## config.mk

```make
export PLATFORM = sky130hd
export DESIGN_NAME = ball_plotter
export DESIGN_NICKNAME = d
export VERILOG_FILES = /design/src/rtl/ball_plotter.sv
export SDC_FILE = /design/constraint.sdc
export NUM_CORES = 1
export LEC_CHECK = 0
export CAP_MARGIN = 20
export CORE_AREA = 2 2 85 87
export DETAILED_ROUTE_END_ITERATION = 10
export DIE_AREA = 0 0 87 89
export PLACE_DENSITY_LB_ADDON = 0.15
export SLEW_MARGIN = 20
export SYNTH_ARGS = -nofsm -noshare
export SYNTH_HDL_FRONTEND = slang
export SYNTH_SLANG_ARGS = --single-unit
```

## constraint.sdc

```tcl
create_clock -name clk -period 3.1 [get_ports clk]
set_input_delay 0.62 -clock clk [delete_from_list [all_inputs] [get_ports clk]]
set_output_delay 0.62 -clock clk [all_outputs]
set_load 0.05 [all_outputs]
```

## src/rtl/ball_plotter.sv

```systemverilog
// ball_plotter: on each motion step, erases the ball's old square with
// BG_COLOUR and then draws the new square with BALL_COLOUR. It emits one
// pixel per clock to the VGA adapter.
//
// Ports:
//   clk, resetn        clock, asynchronous active-low reset
//   start, erase_en    plot request (sampled only in IDLE); erase_en=0 skips erase
//   old_x/y, new_x/y   previous / updated top-left coordinates (10 bit)
//   vga_x/y/colour     pixel coordinate and colour to the adapter
//   vga_plot           pixel write strobe
//   busy, done         high outside IDLE / one-cycle completion pulse
module ball_plotter #(
    parameter int unsigned BALL_SIZE   = 4,
    parameter logic [2:0]  BG_COLOUR   = 3'b000,
    parameter logic [2:0]  BALL_COLOUR = 3'b111
) (
    input  logic       clk,
    input  logic       resetn,
    input  logic       start,
    input  logic       erase_en,
    input  logic [9:0] old_x,
    input  logic [9:0] old_y,
    input  logic [9:0] new_x,
    input  logic [9:0] new_y,
    output logic [9:0] vga_x,
    output logic [9:0] vga_y,
    output logic [2:0] vga_colour,
    output logic       vga_plot,
    output logic       busy,
    output logic       done
);

    localparam int unsigned CW = 4;
    localparam int unsigned PW = 10;
    localparam logic [CW-1:0] LAST = CW'(BALL_SIZE - 1);

    typedef enum logic [1:0] {
        S_IDLE  = 2'd0,
        S_ERASE = 2'd1,
        S_DRAW  = 2'd2,
        S_DONE  = 2'd3
    } state_t;

    state_t        r_state, w_state_nxt;
    logic [CW-1:0] r_row, r_col, w_row_nxt, w_col_nxt;
    logic [PW-1:0] r_old_x, r_old_y, r_new_x, r_new_y;
    logic          w_latch;

    // State register and pixel counters
    always_ff @(posedge clk or negedge resetn) begin
        if (!resetn) begin
            r_state <= S_IDLE;
            r_row   <= '0;
            r_col   <= '0;
        end else begin
            r_state <= w_state_nxt;
            r_row   <= w_row_nxt;
            r_col   <= w_col_nxt;
        end
    end

    // Coordinates captured at the accepted start edge; inputs may change afterwards
    always_ff @(posedge clk or negedge resetn) begin
        if (!resetn) begin
            r_old_x <= '0;
            r_old_y <= '0;
            r_new_x <= '0;
            r_new_y <= '0;
        end else if (w_latch) begin
            r_old_x <= old_x;
            r_old_y <= old_y;
            r_new_x <= new_x;
            r_new_y <= new_y;
        end
    end

    // Next-state, counter stepping and output decode
    always_comb begin
        w_state_nxt = r_state;
        w_row_nxt   = r_row;
        w_col_nxt   = r_col;
        w_latch     = 1'b0;
        vga_x       = '0;
        vga_y       = '0;
        vga_colour  = '0;
        vga_plot    = 1'b0;
        busy        = 1'b1;
        done        = 1'b0;

        case (r_state)
            S_IDLE: begin
                busy = 1'b0;
                if (start) begin
                    w_latch     = 1'b1;
                    w_row_nxt   = '0;
                    w_col_nxt   = '0;
                    w_state_nxt = erase_en ? S_ERASE : S_DRAW;
                end
            end

            S_ERASE, S_DRAW: begin
                vga_plot = 1'b1;
                if (r_state == S_ERASE) begin
                    vga_x      = r_old_x + PW'(r_col);
                    vga_y      = r_old_y + PW'(r_row);
                    vga_colour = BG_COLOUR;
                end else begin
                    vga_x      = r_new_x + PW'(r_col);
                    vga_y      = r_new_y + PW'(r_row);
                    vga_colour = BALL_COLOUR;
                end

                // Row-major scan; the last pixel ends the pass
                if (r_col == LAST) begin
                    w_col_nxt = '0;
                    if (r_row == LAST) begin
                        w_row_nxt   = '0;
                        w_state_nxt = (r_state == S_ERASE) ? S_DRAW : S_DONE;
                    end else begin
                        w_row_nxt = r_row + CW'(1);
                    end
                end else begin
                    w_col_nxt = r_col + CW'(1);
                end
            end

            S_DONE: begin
                done        = 1'b1;
                w_state_nxt = S_IDLE;
            end

            default: begin
                w_state_nxt = S_IDLE;
            end
        endcase
    end

endmodule
```

==> reports/qor_table.md, run 1 <==
| Quantity | Reported |
|:---|:---|
| GR peak layer | met2 |
| H-tree Lvls | 2 |
| Most frequent CP cell | ha_4 |
| WP data required | 2480 ps |
| Flip-flop cell with the highest count after synthesis | dfrtp_1 |
| Crit path kind | flop to output pin |
| Met3 track demand over resource | 0.0305 |
| Via count of the first global-routing pass | 2516 |
| Number of nets in the synthesized netlist | 332 |
| Crit path max-delay cell type | dfrtp_1 |
| Floorplan row count | 30 |
| Number of remaining DRC errors | 0 |
| Clk root buf | clkbuf_8 |
| Total length of routed wires | 7070 µm |
| Inserted Diodes | 0 |
| Capturing element type of the critical path | output pin |
| FF-to-FF Start | r_state[1] |
| Crit share post-route | 1.05 |
| Register-to-register setup slack | 780 ps |
| Most frequent standard cell in the layout excluding fill and tap cells | dfrtp_1 |
| Global routing met1 resource utilization | 0.255 |
| Asr flop ratio synth | 1.00 |
| Layout overhead on the synthesized area | 53.6% |
| Path type of the worst min-delay path | primary input to asynchronous set/reset pin |
| Max Transition Viols Final | 0 |
| Die footprint | 7740 µm² |
| Final-report hold violation count | 0 |
| Number of warning messages in the yosys log | 0 |
| Slack of the critical path | -170 ps |
| Avg Synthesized Cell Area | 11.3 µm² |
| Simple-gate share of the synthesized area | 0.111 |
| Number of maximum-capacitance violations | 0 |
| Run status | finished with violations |
| Maximum net fanout on the critical path | 6 |
| Final ANT Viol Nets | 0 |
| Max-Slew Margin vs Limit | 0.581 |
| Count of input and output buffers | 69 |
| Count of flip-flops with a built-in enable after synthesis | 0 |
| Clk_lat worst skew | 300 ps |
| Pin count of the biggest net entering global routing | 51 |
| Violated checks | negative setup slack |
| R2R Path End | r_row[2] |
| Source of the critical timing path | r_state[1] |
| IO Pins | 70 |
| Cell area after synthesis | 3070 µm² |
| Cell taking the most area after synthesis | dfrtp_1 |
| Total Routing Usage GR | 0.194 |
| R2r worst-path depth | 9 |
| Wire length of the first global-routing pass | 11800 µm |
| Dominant combinational cell family by area after synthesis | multiplexers |
| Achievable Freq | 306 MHz |
| Seq cells post-synth | 50 |
| Post-synthesis share of cell area spent on full adders, half adders and majority gates | 0.0742 |
| Yosys top cell area share | 0.408 |
| Count of endpoints failing setup in the final report | 15 |
| Number of filler cells placed in the layout | 476 |
| Core area | 6720 µm² |
| Die Y | 89 µm |
| Vias | 2455 |
| Synthesized-area fraction occupied by xor and xnor cells | 0.0171 |
| Drt initial violations | 110 |
| Worst path max stage delay | 400 ps |
| Die X-Extent | 87 µm |
| Cells taking the most area after synthesis | dfrtp_1 41%, mux2_2 20%, ha_1 6.1% |
| CP Cell Sequence | inv_2 -> ha_4 -> buf_6 -> mux2_4 -> ha_4 -> fa_2 -> nand3_4 -> a211oi_2 -> a211oi_1 -> buf_4 -> a311oi_4 -> buf_12 |
| Starting density of the core | 0.457 |
| Sum of buffers and inverters on the critical path | 4 |
| Post-route core utilization | 0.701 |
| Global placement routability congestion | 0.822 |
| Number of buffers on the longest clock path | 2 |
| Clock tree from TritonCTS | done |
| Setup repair after global routing missed its margin | true |
| Sequential element share of the synthesized area | 0.408 |
| Compound-gate portion of the synthesized area | 0.121 |
| Tmin final | 3270 ps |
| Startpoint Class | flop |
| Proportion of layout cells with a drive suffix above 1 | 0.458 |
| DR WL/cell | 16.2 µm |
| Least-Margin Pin Slew | 628 ps |
| Number of nets at the end of the flow | 416 |
| Number of buffers created by CTS | 5 |
| Post-route clock skew | 7.38 ps |
| Dpl hpwl | 5020 µm |
| Sum of overflow across all layers after global routing | 0 |
| Via-per-instance ratio | 5.63 |
| Post-synthesis mux area share | 0.231 |
| Most frequent cells in the layout | 50 x dfrtp_1, 48 x mux2_2, 47 x clkdlybuf4s50_1 |
| Distinct cell type count after synthesis | 42 |
| TritonCTS sink count | 50 |
| Antenna violations before repair | 0 |
| Synthesized instance count | 271 |
| Crit path DAT | 2650 ps |
| Length of the first detailed-routing pass in iterations | 4 |
| Clock-pin slew on the worst setup and hold paths | 90 ps |
| Top Family by Delay on Critical Path | adder cells |
| Grt met2 use | 0.339 |
-- logic make-up (layout without fill, tap and decap cells) --
| family | count (synthesis) | after routing |
|---|---|---|
| AO/OA/AOI/OAI | 53 | 53 |
| XOR/XNOR | 6 | 6 |
| adder cells (fa/ha/maj) | 17 | 17 |
| buffers and inverters | 20 | 105 |
| flip-flops | 50 | 50 |
| multiplexers | 64 | 64 |
| AND/OR/NAND/NOR | 61 | 61 |
-- registers in the layout, indices dropped and copies added, names as in the netlist --
name	cells
r_col	4
r_new_x	10
r_new_y	10
r_old_x	10
r_old_y	10
r_row	4
r_state	2
-- worst reg2reg max path, delay by kind of cell (launching register included) --
family	cells	cell delay, ps
buffers and inverters	5	740
adder cells (fa/ha/maj)	1	290
flip-flops	1	370
AO/OA/AOI/OAI	3	810
-- through the flow --
stage | std cells | setup TNS, ps | cell area (µm²) | setup WS [ps] | hold WS, ps
global placement | 414 | 0 | 4320 | 48.1 | 486
global route | 436 | -2810 | 4710 | -277 | 381
finish | 436 | -1290 | 4710 | -170 | 331
detailed placement | 414 | 0 | 4330 | 4.63 | 488
floorplan | 271 | -741 | 3380 | -170 | 324
CTS | 433 | -1580 | 4630 | -168 | 358
-- metal layers --
layer / wire length [µm] / vias to the layer above
li1: - / 1173
met1: 3140 / 1203
met2: 3510 / 73
met3: 325 / 6
met4: 96 / 0
met5: 0 / -
-- how the worst max path moves through the flow --
| stage | slack, ps | to | cells after the start |
|---|---|---|---|
| 6_report | -170 | vga_y[6] | 12 |
| 5_1_grt | -280 | vga_y[6] | 11 |
| 4_1_cts | -170 | vga_y[6] | 10 |
| 3_5_place_dp | 5 | vga_y[6] | 10 |
| 3_3_place_gp | 50 | vga_y[6] | 11 |
| 2_1_floorplan | -170 | vga_y[6] | 11 |
-- Yosys cell counts, drive strengths merged (3+ instances only) --
cell type   n
a211oi     10
a21o        4
a21oi      12
a221o       3
and2        6
and3        5
buf         9
clkbuf      5
dfrtp      50
ha         15
inv         5
mux2       54
mux2i      10
nand2      10
nand3       8
nand4       4
nor2       10
nor3        9
o21ai      11
xnor2       6
-- final cells by class --
cell class,instances,area [µm²],area share
inverters,6,22.5,0.00478
multi-input cells,201,2160,0.459
well taps,80,100,0.0212
flip-flops and latches,50,1250,0.266
clock buffers,7,86.3,0.0183
clock inverters,1,5.00,0.00106
repair buffers,91,1080,0.230
-- timing repair --
| item | CTS | global route |
|---|---|---|
| hold buffers | 0 | 0 |
| gates resized for setup | 28 | 10 |
| pin swaps | 14 | 13 |
| setup buffers | 11 | 4 |
| endpoints found under the setup margin | 15 | 16 |
| gates cloned | 0 | 0 |
Power of run 1 is not shown: default switching activity piles up to over one toggle a cycle in this logic, so the estimate is an artifact.
==> run 2, diff against run 1 <==
- GPL_ROUTABILITY_DRIVEN: unset -> 0
- SKIP_CTS_REPAIR_TIMING: unset -> 1
==> reports/qor_table.md, run 2 (same netlist as run 1, synthesis figures left out) <==
| Quantity | Reported | Delta |
|:---|:---|:---|
| FF-to-FF Start | r_state[0] |  |
| Capturing element type of the critical path | output pin |  |
| Hold Slack | 336 ps | +4.91 ps |
| Inserted Diodes | 0 | unchanged |
| Count of endpoints failing setup in the final report | 16 | +1 |
| IO Pins | 70 | unchanged |
| DR WL/cell | 16.6 µm | +2.7% |
| Setup repair after global routing missed its margin | true |  |
| Drt initial violations | 109 | -0.91% |
| R2R Path End | r_row[3] |  |
| Number of buffers on the longest clock path | 2 | unchanged |
| Floorplan row count | 30 | unchanged |
| Via-per-instance ratio | 5.66 | +0.50% |
| R2r worst-path depth | 7 | -2 |
| Pin count of the biggest net entering global routing | 51 | unchanged |
| Number of buffers created by CTS | 5 | unchanged |
| Maximum net fanout on the critical path | 4 | -2 |
| Clk_lat worst skew | 300 ps | about the same |
| Crit share post-route | 1.07 | +0.0103 |
| Number of remaining DRC errors | 0 | unchanged |
| Startpoint Class | flop |  |
| Die X-Extent | 87 µm | unchanged |
| Wire length of the first global-routing pass | 11200 µm | -4.8% |
| Crit path DAT | 2680 ps | +30 ps |
| H-tree Lvls | 2 | unchanged |
| Number of nets at the end of the flow | 414 | -0.48% |
| Final instance area | 4730 µm² | +0.29% |
| Slack of the critical path | -202 ps | -31.8 ps |
| Path type of the worst min-delay path | primary input to asynchronous set/reset pin |  |
| Total Routing Usage GR | 0.185 | -0.00935 |
| Core area | 6720 µm² | unchanged |
| Count of input and output buffers | 69 | unchanged |
| Number of maximum-capacitance violations | 0 | unchanged |
| WP data required | 2480 ps | about the same |
| Vias | 2456 | +0.041% |
| Final ANT Viol Nets | 0 | unchanged |
| Clock-pin slew on the worst setup and hold paths | 90 ps | about the same |
| Total length of routed wires | 7220 µm | +2.2% |
| Max Transition Viols Final | 0 | unchanged |
| Die Y | 89 µm | unchanged |
| Sum of overflow across all layers after global routing | 0 | unchanged |
| Tmin final | 3300 ps | +31.8 ps |
| Die footprint | 7740 µm² | unchanged |
| Max-Slew Margin vs Limit | 0.578 | -0.00361 |
| Run status | finished with violations |  |
| Final-report hold violation count | 0 | unchanged |
| Dpl hpwl | 5020 µm | unchanged |
| Most frequent cells in the layout | 50 x dfrtp_1, 47 x mux2_2, 47 x clkdlybuf4s50_1 |  |
| Cell area reported after detailed placement | 4330 µm² | unchanged |
| Violated checks | negative setup slack |  |
| Layout overhead on the synthesized area | 54.0% |  |
| Via count of the first global-routing pass | 2396 | -4.8% |
| Clk root buf | clkbuf_8 |  |
| Starting density of the core | 0.457 | unchanged |
| Antenna violations before repair | 0 | unchanged |
| Least-Margin Pin Slew | 633 ps | +5.41 ps |
| Proportion of layout cells with a drive suffix above 1 | 0.458 | about the same |
| Post-route clock skew | 8.77 ps | +1.39 ps |
| Most frequent standard cell in the layout excluding fill and tap cells | dfrtp_1 |  |
| Crit path kind | flop to output pin |  |
| TritonCTS sink count | 50 | unchanged |
| Register-to-register setup slack | 860 ps | +80 ps |
| Clock tree from TritonCTS | done |  |
| Length of the first detailed-routing pass in iterations | 4 | unchanged |
| Achievable Freq | 303 MHz | -0.96% |
-- run 2: worst max path at each step --
stage	start	endpoint	slack, ps
final	r_state[1]	vga_x[6]	-200
after global routing	r_state[1]	vga_y[6]	-290
after CTS	r_state[1]	vga_y[6]	-320
after detailed placement	r_state[1]	vga_y[6]	5
after global placement	r_state[1]	vga_y[6]	50
after floorplan	r_state[1]	vga_y[6]	-170
-- run 2: area by class of cell --
class / count / area (µm²)
multi-input combinational: 201 / 2180
fill: 478 / 1990
sequential: 50 / 1250
timing repair buffer: 89 / 1080
tap: 80 / 100
clock buffer: 7 / 86.3
inverter: 6 / 22.5
clock inverter: 1 / 5.00
-- run 2: per-layer routing --
layer	vias to the layer above	GRT usage	part of all wire
li1	1173	-	-
met1	1204	0.246	0.44
met2	70	0.314	0.51
met3	9	0.0332	0.049
met4	0	0.0483	0.010
met5	-	0	0
-- run 2: per-stage QoR --
stage | worst slack (ps) | util | TNS [ps] | std cells
6_report | -202 | 0.703 | -1750 | 434
5_1_grt | -290 | 0.703 | -3290 | 434
4_1_cts | -321 | 0.658 | -3430 | 422
3_5_place_dp | 4.63 | 0.644 | 0 | 414
3_3_place_gp | 48.1 | 0.644 | 0 | 414
2_1_floorplan | -170 | - | -741 | 271
-- run 2: critical path, cell delays in order (launching register included) --
cell,delay [ps]
dfrtp_1,400
inv_2,100
ha_4,180
buf_6,120
mux2_4,300
ha_4,170
fa_2,370
nand3_4,100
nand2_4,90
a311oi_4,380
buf_12,180
Power of run 2 is left out for the same reason.
==> run 3, diff against run 2 <==
- CTS_CLUSTER_DIAMETER: unset -> 60
- REMOVE_ABC_BUFFERS: unset -> 1
==> reports/qor_table.md, run 3 (same netlist as run 1, synthesis figures left out) <==
| Quantity | Reported | Delta |
|:---|:---|:---|
| Max Transition Viols Final | 0 | unchanged |
| Via-per-instance ratio | 5.57 | -1.5% |
| Number of nets at the end of the flow | 417 | +0.72% |
| Source of the critical timing path | r_state[1] |  |
| IO Pins | 70 | unchanged |
| Dpl hpwl | 5110 µm | +2.0% |
| Crit path DAT | 2670 ps | about the same |
| Aggregate negative setup slack | -1720 ps | +29.3 ps |
| Drt initial violations | 128 | +17% |
| Number of filler cells placed in the layout | 488 | +2.1% |
| Count of endpoints failing setup in the final report | 14 | -2 |
| Die footprint | 7740 µm² | unchanged |
| Vias | 2435 | -0.86% |
| Achievable Freq | 304 MHz | +0.46% |
| Crit path kind | flop to output pin |  |
| Core area | 6720 µm² | unchanged |
| Total Routing Usage GR | 0.185 | +0.000407 |
| Setup repair after global routing missed its margin | true |  |
| Crit share post-route | 1.06 | -0.00482 |
| DR WL/cell | 16.5 µm | -0.80% |
| Max-Slew Margin vs Limit | 0.607 | +0.0294 |
| Run status | finished with violations |  |
| Pin count of the biggest net entering global routing | 41 | -20% |
| Setup slack after placement | -175 ps | -180 ps |
| Proportion of layout cells with a drive suffix above 1 | 0.431 | -0.0263 |
| Die Y | 89 µm | unchanged |
| Clock-pin slew on the worst setup and hold paths | 90 ps | about the same |
| Clock tree from TritonCTS | done |  |
| Instance count after placement with tap cells included | 426 | +2.9% |
| Capturing element type of the critical path | output pin |  |
| Antenna violations before repair | 0 | unchanged |
| Number of buffers created by CTS | 5 | unchanged |
| H-tree Lvls | 2 | unchanged |
| TritonCTS sink count | 50 | unchanged |
| Clk_lat worst skew | 300 ps | about the same |
| Maximum net fanout on the critical path | 5 | +1 |
| Die X-Extent | 87 µm | unchanged |
| WP data required | 2480 ps | about the same |
| Inserted Diodes | 0 | unchanged |
| FF-to-FF Start | r_state[0] |  |
| Most frequent cells in the layout | 50 x dfrtp_1, 47 x mux2_2, 47 x clkdlybuf4s50_1 |  |
| Worst path max stage delay | 400 ps | about the same |
| Post-route clock skew | 5.46 ps | -3.31 ps |
| Least-Margin Pin Slew | 589 ps | -44.1 ps |
| Count of input and output buffers | 69 | unchanged |
| Final Non-Filler Cells | 437 | +0.69% |
| Area taken by flip-flops and latches | 1250 µm² | unchanged |
| Startpoint Class | flop |  |
| Length of the first detailed-routing pass in iterations | 5 | +1 |
| Number of maximum-capacitance violations | 0 | unchanged |
| CP Cell Sequence | inv_2 -> ha_4 -> buf_6 -> mux2_4 -> ha_4 -> fa_2 -> nand3_4 -> buf_6 -> a221oi_2 -> xnor2_1 -> and2_4 -> buf_12 |  |
| Slack of the critical path | -187 ps | +15.0 ps |
| Floorplan row count | 30 | unchanged |
| R2R Path End | r_row[0] |  |
| Critical path endpoint | vga_x[8] |  |
| Layout overhead on the synthesized area | 50.2% |  |
| Number of remaining DRC errors | 0 | unchanged |
| Sum of buffers and inverters on the critical path | 4 | +1 |
| Wire length of the first global-routing pass | 11300 µm | +0.61% |
| Total length of routed wires | 7220 µm | -0.11% |
| Violated checks | negative setup slack |  |
| Tmin final | 3290 ps | -15.0 ps |
| R2r worst-path depth | 7 | unchanged |
| Final ANT Viol Nets | 0 | unchanged |
| Top Family by Delay on Critical Path | adder cells |  |
| Register-to-register setup slack | 820 ps | -40 ps |
| Clk root buf | clkbuf_8 |  |
| Starting density of the core | 0.457 | unchanged |
| Sum of overflow across all layers after global routing | 0 | unchanged |
| Most frequent standard cell in the layout excluding fill and tap cells | dfrtp_1 |  |
| Path type of the worst min-delay path | primary input to asynchronous set/reset pin |  |
| Final-report hold violation count | 0 | unchanged |
| Via count of the first global-routing pass | 2351 | -1.9% |
| Total area of multi-input combinational cells | 2060 µm² | -5.5% |
| Number of buffers on the longest clock path | 2 | unchanged |
| Crit path max-delay cell type | dfrtp_1 |  |
| Critical path depth | 12 | +2 |
[run 3: cell types whose count changed in the layout (fill, tap and decap cells not counted), sizes merged]
cell	previous run	this run
clkinvlp	0	1
clkinv	2	1
buf	42	43
dlymetal6s2s	0	1
clkbuf	7	8
[run 3: final cells by class]
class,instances,share of cell area
inverters,6,0.00570
repair buffers,92,0.235
clock inverters,1,0.00109
flip-flops and latches,50,0.272
well taps,80,0.0217
multi-input cells,201,0.446
clock buffers,7,0.0187
[run 3: how the worst min path moves through the flow]
stage               cells after the start         end       start  slack [ps]
finish                                  1  r_old_x[0]      resetn         310
floorplan                               0    r_col[0]      resetn         320
global route                            1  r_old_x[0]      resetn         340
CTS                                     1  r_old_x[0]      resetn         320
detailed placement                      1  r_new_x[0]  r_new_x[0]         490
global placement                        1  r_old_y[9]  r_old_y[9]         480
[run 3: stage by stage]
stage               cell area [µm²]  hold WS [ps]  utilization
floorplan                      2970           324            -
global placement               4110           481        0.612
detailed placement             4110           490        0.612
CTS                            4200           323        0.625
global route                   4610           342        0.686
finish                         4610           305        0.686
[run 3: layer usage]
metal,global-route usage,routed length [µm],up-vias,share of wire
met4,0.0511,83,0,0.012
li1,-,-,1170,-
met1,0.255,3210,1187,0.44
met2,0.305,3550,70,0.49
met3,0.0305,371,8,0.051
met5,0,0,-,0
Power of run 3 is left out for the same reason.
